**config.mk**
```make
export PLATFORM = sky130hd
export DESIGN_NAME = pbus_slot_sched_flat
export DESIGN_NICKNAME = d
export VERILOG_FILES = /design/src/rtl/pbus_slot_sched_if.sv /design/src/rtl/pbus_slot_sched.sv /design/src/flat_wrapper.sv
export SDC_FILE = /design/constraint.sdc
export NUM_CORES = 1
export LEC_CHECK = 0
export ABC_AREA = 1
export BUFFER_PORTS_ARGS = -buffer_cell sky130_fd_sc_hd__buf_2
export CORE_MARGIN = 5
export CORE_UTILIZATION = 35
export DETAILED_ROUTE_END_ITERATION = 8
export PLACE_DENSITY = 0.74
export SLEW_MARGIN = 20
export SYNTH_ARGS = -nofsm -noshare
export SYNTH_HDL_FRONTEND = slang
export SYNTH_SLANG_ARGS = --single-unit
```
**constraint.sdc**
```tcl
create_clock -name clk_24m -period 2.5 [get_ports clk_24m]
set_input_delay 0.375 -clock clk_24m [delete_from_list [all_inputs] [get_ports clk_24m]]
set_output_delay 0.375 -clock clk_24m [all_outputs]
set_load 0.005 [all_outputs]
```
**src/rtl/pbus_slot_sched_if.sv**
```systemverilog
// rtl/pbus_slot_sched_if.sv - P bus slot scheduler requester/pad bundle
//
// Groups the requester handshakes, the P bus drive/readback and the strobes
// of pbus_slot_sched.
//   slave  : seen from the scheduler (requests in, grants/bus/strobes out)
//   master : seen from the fetch units / pad logic driving the scheduler
// Optional macro PBUS_STALL_CNT_EN adds stall_cnt (out) and stall_clr (in).
interface pbus_slot_sched_if;
   logic        sync;
   logic        spr_req;
   logic        l0_req;
   logic        attr_req;
   logic        fix_req;
   logic        fpal_req;
   logic [23:0] spr_addr;
   logic [15:0] l0_addr;
   logic [7:0]  spr_pal;
   logic [7:0]  spr_xpos;
   logic [23:0] fix_addr;
   logic [3:0]  fix_pal;
   logic        spr_gnt;
   logic        l0_gnt;
   logic        attr_gnt;
   logic        fix_gnt;
   logic        fpal_gnt;
   logic [23:0] pbus_in;
   logic [23:0] pbus_out;
   logic        pbus_oe_u;
   logic        pbus_oe_l;
   logic [4:0]  slot;
   logic        pck1;
   logic        pck2;
   logic        load;
   logic        nvcs;
   logic [7:0]  l0_data;
   logic        l0_valid;
`ifdef PBUS_STALL_CNT_EN
   logic [15:0] stall_cnt;
   logic        stall_clr;

   modport slave (
      input  sync, spr_req, l0_req, attr_req, fix_req, fpal_req,
      input  spr_addr, l0_addr, spr_pal, spr_xpos, fix_addr, fix_pal,
      input  pbus_in, stall_clr,
      output spr_gnt, l0_gnt, attr_gnt, fix_gnt, fpal_gnt,
      output pbus_out, pbus_oe_u, pbus_oe_l, slot,
      output pck1, pck2, load, nvcs, l0_data, l0_valid, stall_cnt
   );

   modport master (
      output sync, spr_req, l0_req, attr_req, fix_req, fpal_req,
      output spr_addr, l0_addr, spr_pal, spr_xpos, fix_addr, fix_pal,
      output pbus_in, stall_clr,
      input  spr_gnt, l0_gnt, attr_gnt, fix_gnt, fpal_gnt,
      input  pbus_out, pbus_oe_u, pbus_oe_l, slot,
      input  pck1, pck2, load, nvcs, l0_data, l0_valid, stall_cnt
   );
`else
   modport slave (
      input  sync, spr_req, l0_req, attr_req, fix_req, fpal_req,
      input  spr_addr, l0_addr, spr_pal, spr_xpos, fix_addr, fix_pal,
      input  pbus_in,
      output spr_gnt, l0_gnt, attr_gnt, fix_gnt, fpal_gnt,
      output pbus_out, pbus_oe_u, pbus_oe_l, slot,
      output pck1, pck2, load, nvcs, l0_data, l0_valid
   );

   modport master (
      output sync, spr_req, l0_req, attr_req, fix_req, fpal_req,
      output spr_addr, l0_addr, spr_pal, spr_xpos, fix_addr, fix_pal,
      output pbus_in,
      input  spr_gnt, l0_gnt, attr_gnt, fix_gnt, fpal_gnt,
      input  pbus_out, pbus_oe_u, pbus_oe_l, slot,
      input  pck1, pck2, load, nvcs, l0_data, l0_valid
   );
`endif
endinterface

```
**src/rtl/pbus_slot_sched.sv**
```systemverilog
// rtl/pbus_slot_sched.sv - 32-slot P bus time-slot scheduler for the video section
//
// Ports:
//   clk_24m : master clock, all state on its rising edge
//   nreset  : asynchronous active-low reset, released synchronously upstream
//   bus     : pbus_slot_sched_if.slave - sync, five req/data/gnt requesters,
//             P bus out/OE/readback, slot, PCK1/PCK2/LOAD, nVCS, L0 capture
// Frame windows: SPR 0-2, L0 3-12, ATTR 13-15, FIX 16-18, IDLE 19-28, FPAL 29-31.
// Optional macro PBUS_STALL_CNT_EN: saturating 16-bit stall counter with
// synchronous clear (bus.stall_cnt / bus.stall_clr).
module pbus_slot_sched #(
   parameter logic [23:0] IDLE_VAL  = 24'hFF0000,
   parameter logic [23:0] EMPTY_VAL = 24'h000000
) (
   input  logic               clk_24m,
   input  logic               nreset,
   pbus_slot_sched_if.slave   bus
);

   typedef enum logic [2:0] {
      W_SPR,
      W_L0,
      W_ATTR,
      W_FIX,
      W_IDLE,
      W_FPAL
   } win_t;

   function automatic win_t win_of(input logic [4:0] s);
      if (s < 5'd3)       return W_SPR;
      else if (s < 5'd13) return W_L0;
      else if (s < 5'd16) return W_ATTR;
      else if (s < 5'd19) return W_FIX;
      else if (s < 5'd29) return W_IDLE;
      else                return W_FPAL;
   endfunction

   function automatic logic is_start(input logic [4:0] s);
      case (s)
         5'd0, 5'd3, 5'd13, 5'd16, 5'd19, 5'd29: return 1'b1;
         default:                                 return 1'b0;
      endcase
   endfunction

   logic [4:0]  slot_q;
   logic [23:0] pbus_out_q;
   logic        oe_u_q;
   logic        oe_l_q;
   logic        spr_gnt_q;
   logic        l0_gnt_q;
   logic        attr_gnt_q;
   logic        fix_gnt_q;
   logic        fpal_gnt_q;
   logic        pck1_q;
   logic        pck2_q;
   logic        load_q;
   logic        nvcs_q;
   logic [7:0]  l0_data_q;
   logic        l0_valid_q;
   // Set for the duration of a granted L0 window; cleared on any other slot
   // so a SYNC abort never leads to a capture.
   logic        l0_live_q;

   logic [4:0]  next_slot;
   logic        entering;
   win_t        next_win;
   logic        win_start;
   logic        l0_live_next;
   logic        capture;

   // Only the low byte of the readback carries L0 data.
   logic        unused_pbus_hi;
   assign unused_pbus_hi = ^bus.pbus_in[23:8];

   always_comb begin
      next_slot    = bus.sync ? 5'd0 : slot_q + 5'd1;
      // Holding SYNC at slot 0 is not a new entry: no new grants, outputs hold.
      entering     = (next_slot != slot_q);
      next_win     = win_of(next_slot);
      win_start    = is_start(next_slot);
      l0_live_next = 1'b0;
      if (next_win == W_L0)
         l0_live_next = win_start ? bus.l0_req : l0_live_q;
      // Normal exit of slot 12 only; a SYNC at slot 12 goes to 0 and skips it.
      capture      = (slot_q == 5'd12) && (next_slot == 5'd13) && l0_live_q;
   end

   always_ff @(posedge clk_24m or negedge nreset) begin
      if (!nreset) begin
         slot_q     <= 5'd0;
         pbus_out_q <= 24'h000000;
         oe_u_q     <= 1'b0;
         oe_l_q     <= 1'b0;
         spr_gnt_q  <= 1'b0;
         l0_gnt_q   <= 1'b0;
         attr_gnt_q <= 1'b0;
         fix_gnt_q  <= 1'b0;
         fpal_gnt_q <= 1'b0;
         pck1_q     <= 1'b0;
         pck2_q     <= 1'b0;
         load_q     <= 1'b0;
         nvcs_q     <= 1'b1;
         l0_data_q  <= 8'h00;
         l0_valid_q <= 1'b0;
         l0_live_q  <= 1'b0;
      end else begin
         spr_gnt_q  <= 1'b0;
         l0_gnt_q   <= 1'b0;
         attr_gnt_q <= 1'b0;
         fix_gnt_q  <= 1'b0;
         fpal_gnt_q <= 1'b0;
         l0_valid_q <= 1'b0;
         if (entering) begin
            slot_q    <= next_slot;
            l0_live_q <= l0_live_next;

            oe_u_q <= (next_win != W_L0);
            oe_l_q <= (next_win != W_L0) || l0_live_next;
            nvcs_q <= !((next_win == W_L0) && l0_live_next);

            pck1_q <= (next_slot <= 5'd1);
            pck2_q <= (next_slot == 5'd16) || (next_slot == 5'd17);
            load_q <= ((next_slot >= 5'd13) && (next_slot <= 5'd16)) ||
                      (next_slot >= 5'd29) || (next_slot == 5'd0);

            // The drive value is fixed for a whole window, so it is only
            // loaded on the window's first slot and held afterwards.
            if (win_start) begin
               case (next_win)
                  W_SPR: begin
                     spr_gnt_q  <= bus.spr_req;
                     pbus_out_q <= bus.spr_req ? bus.spr_addr : EMPTY_VAL;
                  end
                  W_L0: begin
                     l0_gnt_q   <= bus.l0_req;
                     pbus_out_q <= bus.l0_req ? {8'h00, bus.l0_addr} : 24'h000000;
                  end
                  W_ATTR: begin
                     attr_gnt_q <= bus.attr_req;
                     pbus_out_q <= bus.attr_req ? {bus.spr_pal, bus.spr_xpos, 8'h00}
                                                : EMPTY_VAL;
                  end
                  W_FIX: begin
                     fix_gnt_q  <= bus.fix_req;
                     pbus_out_q <= bus.fix_req ? bus.fix_addr : EMPTY_VAL;
                  end
                  W_IDLE: begin
                     pbus_out_q <= IDLE_VAL;
                  end
                  W_FPAL: begin
                     fpal_gnt_q <= bus.fpal_req;
                     pbus_out_q <= bus.fpal_req ? {4'h0, bus.fix_pal, 16'h0000}
                                                : EMPTY_VAL;
                  end
                  default: begin
                     pbus_out_q <= EMPTY_VAL;
                  end
               endcase
            end

            if (capture) begin
               l0_data_q  <= bus.pbus_in[7:0];
               l0_valid_q <= 1'b1;
            end
         end
      end
   end

   assign bus.slot      = slot_q;
   assign bus.pbus_out  = pbus_out_q;
   assign bus.pbus_oe_u = oe_u_q;
   assign bus.pbus_oe_l = oe_l_q;
   assign bus.spr_gnt   = spr_gnt_q;
   assign bus.l0_gnt    = l0_gnt_q;
   assign bus.attr_gnt  = attr_gnt_q;
   assign bus.fix_gnt   = fix_gnt_q;
   assign bus.fpal_gnt  = fpal_gnt_q;
   assign bus.pck1      = pck1_q;
   assign bus.pck2      = pck2_q;
   assign bus.load      = load_q;
   assign bus.nvcs      = nvcs_q;
   assign bus.l0_data   = l0_data_q;
   assign bus.l0_valid  = l0_valid_q;

`ifdef PBUS_STALL_CNT_EN
   logic [15:0] stall_q;
   logic        stall_any;

   // A requester is stalled in any cycle its request is up but its grant
   // pulse is not showing.
   assign stall_any = (bus.spr_req  & ~spr_gnt_q)  |
                      (bus.l0_req   & ~l0_gnt_q)   |
                      (bus.attr_req & ~attr_gnt_q) |
                      (bus.fix_req  & ~fix_gnt_q)  |
                      (bus.fpal_req & ~fpal_gnt_q);

   always_ff @(posedge clk_24m or negedge nreset) begin
      if (!nreset) begin
         stall_q <= 16'h0000;
      end else if (bus.stall_clr) begin
         stall_q <= 16'h0000;
      end else if (stall_any && (stall_q != 16'hFFFF)) begin
         stall_q <= stall_q + 16'h0001;
      end
   end

   assign bus.stall_cnt = stall_q;
`endif

endmodule
```
**src/flat_wrapper.sv**
```systemverilog
// flat-port wrapper written by rule: the top's interface ports become plain ports
module pbus_slot_sched_flat 
#(
   parameter logic [23:0] IDLE_VAL  = 24'hFF0000,
   parameter logic [23:0] EMPTY_VAL = 24'h000000
)
  (clk_24m, nreset, bus_sync, bus_spr_req, bus_l0_req, bus_attr_req, bus_fix_req, bus_fpal_req, bus_spr_addr, bus_l0_addr, bus_spr_pal, bus_spr_xpos, bus_fix_addr, bus_fix_pal, bus_pbus_in, bus_spr_gnt, bus_l0_gnt, bus_attr_gnt, bus_fix_gnt, bus_fpal_gnt, bus_pbus_out, bus_pbus_oe_u, bus_pbus_oe_l, bus_slot, bus_pck1, bus_pck2, bus_load, bus_nvcs, bus_l0_data, bus_l0_valid);
  pbus_slot_sched_if bus_i ();
  input  logic clk_24m;
  input  logic nreset;
  input wire logic [$bits(bus_i.sync)-1:0] bus_sync;
  input wire logic [$bits(bus_i.spr_req)-1:0] bus_spr_req;
  input wire logic [$bits(bus_i.l0_req)-1:0] bus_l0_req;
  input wire logic [$bits(bus_i.attr_req)-1:0] bus_attr_req;
  input wire logic [$bits(bus_i.fix_req)-1:0] bus_fix_req;
  input wire logic [$bits(bus_i.fpal_req)-1:0] bus_fpal_req;
  input wire logic [$bits(bus_i.spr_addr)-1:0] bus_spr_addr;
  input wire logic [$bits(bus_i.l0_addr)-1:0] bus_l0_addr;
  input wire logic [$bits(bus_i.spr_pal)-1:0] bus_spr_pal;
  input wire logic [$bits(bus_i.spr_xpos)-1:0] bus_spr_xpos;
  input wire logic [$bits(bus_i.fix_addr)-1:0] bus_fix_addr;
  input wire logic [$bits(bus_i.fix_pal)-1:0] bus_fix_pal;
  input wire logic [$bits(bus_i.pbus_in)-1:0] bus_pbus_in;
  output wire logic [$bits(bus_i.spr_gnt)-1:0] bus_spr_gnt;
  output wire logic [$bits(bus_i.l0_gnt)-1:0] bus_l0_gnt;
  output wire logic [$bits(bus_i.attr_gnt)-1:0] bus_attr_gnt;
  output wire logic [$bits(bus_i.fix_gnt)-1:0] bus_fix_gnt;
  output wire logic [$bits(bus_i.fpal_gnt)-1:0] bus_fpal_gnt;
  output wire logic [$bits(bus_i.pbus_out)-1:0] bus_pbus_out;
  output wire logic [$bits(bus_i.pbus_oe_u)-1:0] bus_pbus_oe_u;
  output wire logic [$bits(bus_i.pbus_oe_l)-1:0] bus_pbus_oe_l;
  output wire logic [$bits(bus_i.slot)-1:0] bus_slot;
  output wire logic [$bits(bus_i.pck1)-1:0] bus_pck1;
  output wire logic [$bits(bus_i.pck2)-1:0] bus_pck2;
  output wire logic [$bits(bus_i.load)-1:0] bus_load;
  output wire logic [$bits(bus_i.nvcs)-1:0] bus_nvcs;
  output wire logic [$bits(bus_i.l0_data)-1:0] bus_l0_data;
  output wire logic [$bits(bus_i.l0_valid)-1:0] bus_l0_valid;
  assign bus_i.sync = bus_sync;
  assign bus_i.spr_req = bus_spr_req;
  assign bus_i.l0_req = bus_l0_req;
  assign bus_i.attr_req = bus_attr_req;
  assign bus_i.fix_req = bus_fix_req;
  assign bus_i.fpal_req = bus_fpal_req;
  assign bus_i.spr_addr = bus_spr_addr;
  assign bus_i.l0_addr = bus_l0_addr;
  assign bus_i.spr_pal = bus_spr_pal;
  assign bus_i.spr_xpos = bus_spr_xpos;
  assign bus_i.fix_addr = bus_fix_addr;
  assign bus_i.fix_pal = bus_fix_pal;
  assign bus_i.pbus_in = bus_pbus_in;
  assign bus_spr_gnt = bus_i.spr_gnt;
  assign bus_l0_gnt = bus_i.l0_gnt;
  assign bus_attr_gnt = bus_i.attr_gnt;
  assign bus_fix_gnt = bus_i.fix_gnt;
  assign bus_fpal_gnt = bus_i.fpal_gnt;
  assign bus_pbus_out = bus_i.pbus_out;
  assign bus_pbus_oe_u = bus_i.pbus_oe_u;
  assign bus_pbus_oe_l = bus_i.pbus_oe_l;
  assign bus_slot = bus_i.slot;
  assign bus_pck1 = bus_i.pck1;
  assign bus_pck2 = bus_i.pck2;
  assign bus_load = bus_i.load;
  assign bus_nvcs = bus_i.nvcs;
  assign bus_l0_data = bus_i.l0_data;
  assign bus_l0_valid = bus_i.l0_valid;
  pbus_slot_sched #(.IDLE_VAL(IDLE_VAL), .EMPTY_VAL(EMPTY_VAL)) u_core (.clk_24m(clk_24m), .nreset(nreset), .bus(bus_i));
endmodule
```
==> flow_metrics.py, run 1 <==
metrics = {
    "finish": {
        "fin_cells": 676,
        "antenna-diode-count": 0,
        "n_fill_cell": 877,
        "drive_above_1_share": 0.349,
        "area_growth_pct": 30.6,
        "nets": 685,
        "largest_register_ffs": 24,
    },
    "clock_tree": {
        "ctsHoldBuffers": 0,
        "clock_latency_ns": 0.31,
        "clk_pin_slew_ns": 0.10,
        "cts_buffer_depth": 2,
        "cts_buffers": 5,
        "cts.sinks": 50,
        "cts-root-buf": "clkbuf_8",
        "cts_tree": "built",
        "htree_num_levels": 2,
    },
    "global_route": {
        "grt_pass1_vias": 3088,
        "grt_overflow": 0,
        "antenna_found_initial": 0,
        "globalRouteTotalUtil": 0.170,
        "grt_start_max_net_pins": 43,
        "grt_pass1_wl_um": 14300,
    },
    "detailed_routing": {
        "drtPass1Iterations": 4,
        "drt-initial-drc-count": 112,
        "routed_wirelength_um": 9130,
        "drc": 0,
        "ant_nets": 0,
        "via_per_inst": 4.79,
        "wl_per_cell_um": 13.5,
        "vias": 3240,
    },
    "placement": {
        "placedCellCount": 668,
        "port_buffers": 148,
        "dp.final_hpwl_um": 7150,
        "gp_congestion": 0.903,
    },
    "yosys": {
        "synth-seq-area-share": 0.414,
        "synth.largest_area_cell": "dfrtp_1",
        "synth_cells": 422,
        "synth_top_area_share": 0.405,
        "yosys_warnings": 0,
        "syn_area_um2": 3020,
        "syn_avg_cell_area_um2": 7.17,
        "synthesis.nets": 540,
        "ys_ff_latch": 50,
        "synth_cell_type_count": 27,
        "synthTopCellsByArea": "dfrtp_1, nand2_1, nand3_1",
    },
    "sta": {
        "hold_viol": 0,
        "slew_violations": 0,
        "fin_crit_ns": 2.21,
        "fin_crit_sh": 0.883,
        "rsz0062_at_grt": "no",
        "tightestPinTransition_ns": 0.913,
        "skew_ns": 0.00745,
        "final-setup-viol-count": 0,
        "relSlewSlack": 0.391,
        "setup-tns-final_ns": 0,
        "fmaxAchievable_mhz": 453,
    },
    "critical_path": {
        "crit_path_end_kind": "flop",
        "critPathArrivalTime_ns": 2.45,
        "crit_fanout": 24,
        "worst_ep_required_time_ns": 2.75,
        "crit_type": "flop to flop",
        "critPathLaunchType": "flop",
    },
    "floorplanning": {
        "die_h_um": 103,
        "core_um2": 8550,
        "initial_core_util": 0.354,
        "fp.dieW_um": 103,
        "io_pins": 165,
        "fp-row-count": 34,
        "dieArea_um2": 10600,
    },
    "flow_run": {
        "cap_viol_max_count": 0,
    },
    "power": {
        "power.density_nw_per_um2": 532,
        "ir_drop_mv": 0.247,
        "p_leak_nw": 2.38,
    },
    "hold_path": {
        "hp-class": "input pin to asynchronous set/reset pin",
    },
    "outcome": {
        "run_status": "finished clean",
    },
}
## per-stage QoR
stage	hold WS (ns)	area, um2	total power [mW]	util	setup slack [ns]
3_5_place_dp	0.464	3850	1.61	0.450	0.241
2_1_floorplan	0.0794	3020	1.32	-	0.698
6_report	0.188	3950	2.10	0.462	0.293
5_1_grt	0.248	3950	2.25	0.462	0.0588
3_3_place_gp	0.456	3850	1.59	0.450	0.332
4_1_cts	0.220	3940	2.12	0.461	0.247
## cell type report
cell class / count / area (um2) / area share
multi-input cells: 315 / 1510 / 0.381
flip-flops and latches: 50 / 1250 / 0.317
repair buffers: 155 / 806 / 0.204
inverters: 40 / 153 / 0.0386
well taps: 108 / 135 / 0.0342
clock buffers: 5 / 68.8 / 0.0174
clock inverters: 3 / 28.8 / 0.00729
## worst paths after layout
kind	start	endpoint	slack (ns)	cells after the start
max in group asynchronous	nreset	u_core.bus.pbus_out[7]	1.66	2
min in group clk_24m	bus_pbus_in[5]	u_core.bus.l0_data[5]	0.25	3
min	nreset	u_core.bus.pbus_out[23]	0.19	1
max	u_core.bus.slot[0]	u_core.bus.pbus_out[23]	0.29	10
min reg2reg	u_core.bus.pbus_out[4]	u_core.bus.pbus_out[4]	0.49	2
max reg2reg	u_core.bus.slot[0]	u_core.bus.pbus_out[23]	0.29	10
## cell families after synthesis
kind of cell | Yosys count | synth area share
and+or+nand+nor | 308 | 0.473
buffers and inverters | 57 | 0.0898
DFF | 50 | 0.414
AOI/OAI and AO/OA | 5 | 0.0145
adders and majority gates | 2 | 0.00827
## per-layer routing
metal | up-vias | wire, um | track usage
li1 | 1635 | - | -
met1 | 1469 | 3620 | 0.200
met2 | 126 | 4680 | 0.313
met3 | 10 | 691 | 0.0332
met4 | 0 | 136 | 0.0478
met5 | - | 0 | 0
## worst max-delay path, stage by stage (launching register included)
cell and delay (ns):
dfrtp_1 0.46, ha_1 0.29, nand3_1 0.10, nand2_1 0.06
nand3_2 0.16, inv_2 0.14, o21ai_4 0.31, nand2_4 0.18
inv_4 0.26, nor2_1 0.07, nor2_1 0.11
## synthesized netlist by cell type
master and n:
nand3_2 6, inv_1 32, buf_6 5, nand2_2 7, nor2_4 5, o21ai_0 2
buf_4 2, nor3_4 1, a41oi_1 1, o41ai_1 1, nand2_1 178, nor3_2 2
dfrtp_1 49, clkbuf_1 2, nor2_1 29, clkinv_1 2, nor3_1 1, nand2_4 3
ha_1 2, dfstp_2 1, nand3_1 45, nor2_2 3, inv_4 1, buf_2 8
nand4_1 28, inv_2 5, o21ai_4 1
## timing repair
action,CTS,global route
buffers inserted,0,0
endpoints found under the hold margin,0,0
resized for setup,0,1
setup endpoints to repair,0,1
## cells in the final DEF, fill, tap and decap left out
master | Yosys | routed
nor2_4 | 5 | 5
nand2_4 | 3 | 3
ha_1 | 2 | 2
o41ai_1 | 1 | 1
clkbuf_8 | 0 | 5
nand2_1 | 178 | 178
inv_8 | 0 | 1
a41oi_1 | 1 | 1
nor2_1 | 29 | 29
nand2_2 | 7 | 7
inv_1 | 32 | 32
dfrtp_1 | 49 | 49
buf_2 | 8 | 148
o21ai_0 | 2 | 2
nor3_2 | 2 | 1
buf_4 | 2 | 6
inv_4 | 1 | 1
nand4_1 | 28 | 28
nor3_1 | 1 | 1
dfstp_2 | 1 | 1
inv_2 | 5 | 5
clkinv_1 | 2 | 2
inv_6 | 0 | 1
nor3_4 | 1 | 2
nand3_1 | 45 | 45
clkinv_4 | 0 | 1
nor2_2 | 3 | 3
buf_12 | 0 | 1
nand3_2 | 6 | 6
o21ai_4 | 1 | 1
## power breakdown
part           switching [mW]  internal (mW)
Clock                   0.305          0.210
Sequential             0.0671          0.923
Combinational           0.345          0.251
Total                   0.717           1.38
Power figures use the tool's default switching activity.
==> run 2: changes to the inputs <==
--- a/config.mk
+++ b/config.mk
@@ -5,12 +5,13 @@
 export SDC_FILE = /design/constraint.sdc
 export NUM_CORES = 1
 export LEC_CHECK = 0
-export ABC_AREA = 1
+export ABC_AREA = 0
 export BUFFER_PORTS_ARGS = -buffer_cell sky130_fd_sc_hd__buf_2
+export CAP_MARGIN = 20
 export CORE_MARGIN = 5
 export CORE_UTILIZATION = 35
 export DETAILED_ROUTE_END_ITERATION = 8
-export PLACE_DENSITY = 0.74
+export PLACE_DENSITY = 0.76
 export SLEW_MARGIN = 20
 export SYNTH_ARGS = -nofsm -noshare
 export SYNTH_HDL_FRONTEND = slang
==> run 2 against run 1 <==
  * First-iteration DRC count is 14% lower
  * Design area shrank 3.5%
  * Non-clock buffer count rose by 10
  * Synthesized cell count down 35%
==> flow_metrics.py, run 2 <==
metrics = {
    "clock_tree": {
        "cts_buffer_depth": 2,
        "cts_tree": "built",
        "clock_latency_ns": 0.30,
        "ctsHoldBuffers": 0,
        "htree_num_levels": 2,
        "cts_buffers": 5,
        "cts-root-buf": "clkbuf_8",
        "cts.sinks": 50,
        "clk_pin_slew_ns": 0.09,
    },
    "critical_path": {
        "crit_fanout": 18,
        "path_common_cell": "buf_4",
        "crit_buf_inv": 2,
        "crit_cells": 8,
        "r2r-start": "u_core.bus.slot[0]",
        "regToRegSetupSlack_ns": 0.17,
        "r2r_cells": 8,
        "r2r-end": "u_core.bus.pbus_out[0]",
        "crit_family": "compound AO/OA/AOI/OAI gates",
        "max_stage_delay_ns": 0.45,
        "crit_type": "flop to flop",
        "critPathArrivalTime_ns": 2.54,
        "crit_slowest_cell": "dfrtp_1",
        "worst_ep_required_time_ns": 2.71,
        "crit_chain": "buf_4 > and3b_1 > o21bai_1 > and2_1 > a22o_1 > buf_4 > nand4_1 > a31oi_1",
        "critPathLaunchType": "flop",
        "crit_path_end_kind": "flop",
    },
    "power": {
        "power.total_mw": 2.21,
        "swShare": 0.320,
        "clockPowerShare": 0.227,
        "p_leak_nw": 1.91,
        "ir_drop_mv": 0.210,
        "combPwrFrac": 0.312,
        "p_sw_uw": 709,
        "power.density_nw_per_um2": 581,
        "seqPwrFrac": 0.461,
        "power.internal_mw": 1.50,
    },
    "placement": {
        "port_buffers": 148,
        "dpl_worst_slack_ns": -0.115,
        "gp_congestion": 0.832,
        "dp.final_hpwl_um": 6930,
    },
    "sta": {
        "setup-tns-final_ns": 0,
        "slew_violations": 0,
        "fin_crit_sh": 0.931,
        "fin_ws_ns": 0.172,
        "rsz0062_at_grt": "no",
        "skew_ns": 0.00739,
        "tightestPinTransition_ns": 0.619,
        "relSlewSlack": 0.586,
        "hold_viol": 0,
        "fmaxAchievable_mhz": 430,
        "final-setup-viol-count": 0,
        "fin_crit_ns": 2.33,
    },
    "global_route": {
        "grt_start_max_net_pins": 29,
        "grt_pass1_vias": 2927,
        "antenna_found_initial": 0,
        "grt_pass1_wl_um": 14400,
        "globalRouteTotalUtil": 0.180,
        "grt_overflow": 0,
    },
    "yosys": {
        "async_flop_share": 1.00,
        "synthTopCellsByArea": "dfrtp_1, a22o_1, a31oi_1",
        "synthesis.nets": 392,
        "synth_cells": 274,
        "ys_ff_latch": 50,
        "synth-main-ff-cell": "dfrtp_1",
        "synth_top_family_by_area": "compound AO/OA/AOI/OAI gates",
        "synth.area.mux_share": 0.0433,
        "synth_xor_xnor_area_share": 0.00631,
        "synth-edff-count": 0,
        "synth_compound_area_frac": 0.271,
        "synth-adder-area-share": 0.00902,
        "synth.largest_area_cell": "dfrtp_1",
        "synth-simple-area-share": 0.166,
        "yosys-top-cells-count": "dfrtp_1, nor2_1, a31oi_1",
        "synth-seq-area-share": 0.452,
        "synth_cell_type_count": 51,
        "syn_avg_cell_area_um2": 10.1,
        "yosys.cell_count.top_type": "dfrtp_1",
        "synth_top_area_share": 0.442,
        "syn_area_um2": 2770,
        "yosys_warnings": 0,
    },
    "detailed_routing": {
        "routed_wirelength_um": 9090,
        "drc": 0,
        "vias": 2815,
        "drtPass1Iterations": 5,
        "wl_per_cell_um": 17.3,
        "ant_nets": 0,
        "drt-initial-drc-count": 96,
        "via_per_inst": 5.36,
    },
    "finish": {
        "mostFrequentLayoutCell": "buf_2",
        "n_fill_cell": 767,
        "drive_above_1_share": 0.444,
        "nets": 540,
        "area_growth_pct": 37.4,
        "mostFrequentLayoutCells": "buf_2, dfrtp_1, nor2_1",
        "antenna-diode-count": 0,
        "largest_register_ffs": 24,
    },
    "floorplanning": {
        "fp.dieW_um": 99.0,
        "fp-row-count": 32,
        "dieArea_um2": 9810,
        "core_um2": 7730,
        "initial_core_util": 0.359,
        "io_pins": 165,
        "die_h_um": 99.0,
    },
    "flow_run": {
        "cap_viol_max_count": 0,
    },
    "outcome": {
        "run_status": "finished clean",
    },
    "hold_path": {
        "hp-class": "input pin to asynchronous set/reset pin",
    },
}
run 2: power by group through the flow:
stage / combinational [mW] / sequential [mW] / clock [mW]
2_1_floorplan: 0.332 / 1.05 / 0
3_5_place_dp: 0.671 / 1.04 / 0
3_3_place_gp: 0.657 / 1.03 / 0
6_report: 0.691 / 1.02 / 0.502
5_1_grt: 0.757 / 1.04 / 0.551
4_1_cts: 0.674 / 1.02 / 0.521
run 2: logic make-up after synthesis:
group | Yosys count
AOI/OAI and AO/OA | 94
and+or+nand+nor | 86
DFF | 50
buffers and inverters | 29
muxes | 11
xor gates and xnor gates | 2
adders and majority gates | 2
run 2: what timing repair did:
action,in CTS,in global routing
setup buffers,0,0
setup endpoints to repair,24,25
pin swaps,0,1
resized for setup,1,9
run 2: worst reg2reg max path: stages, from the launching register on:
cell	delay, ns
dfrtp_1	0.45
buf_4	0.19
and3b_1	0.22
o21bai_1	0.28
and2_1	0.32
a22o_1	0.19
buf_4	0.23
nand4_1	0.14
a31oi_1	0.22
run 2: routing by layer:
metal	global-route usage	vias up	part of all wire
met3	0.0389	8	0.074
li1	-	1338	-
met4	0.0494	0	0.013
met1	0.220	1363	0.42
met5	0	-	0
met2	0.317	106	0.50
run 2: layout make-up:
class	instances	area (um2)	share of cell area
repair buffers	165	892	0.234
multi-input cells	195	1430	0.374
clock buffers	6	82.6	0.0217
flip-flops and latches	50	1250	0.329
clock inverters	2	12.5	0.00328
well taps	102	128	0.0335
inverters	5	18.8	0.00492
run 2: stage by stage:
step                       util  cells  hold WS (ns)  instance area [um2]
after floorplan               -    274        0.0794                 2770
after global placement    0.475    517         0.379                 3670
after detailed placement  0.475    517         0.393                 3670
after CTS                 0.488    525        0.0522                 3770
after global routing      0.493    525        0.0755                 3810
final                     0.493    525        0.0483                 3810
run 2: worst max-delay path by stage:
stage,endpoint,from,slack [ns]
floorplan,u_core.bus.pbus_out[15],u_core.bus.slot[0],0.12
global placement,u_core.bus.pbus_out[11],u_core.bus.slot[0],0.009
detailed placement,u_core.bus.pbus_out[11],u_core.bus.slot[0],-0.12
CTS,u_core.bus.pbus_out[18],u_core.bus.slot[1],0.008
global route,u_core.bus.pbus_oe_l,u_core.bus.slot[0],0.06
finish,u_core.bus.pbus_out[0],u_core.bus.slot[0],0.17
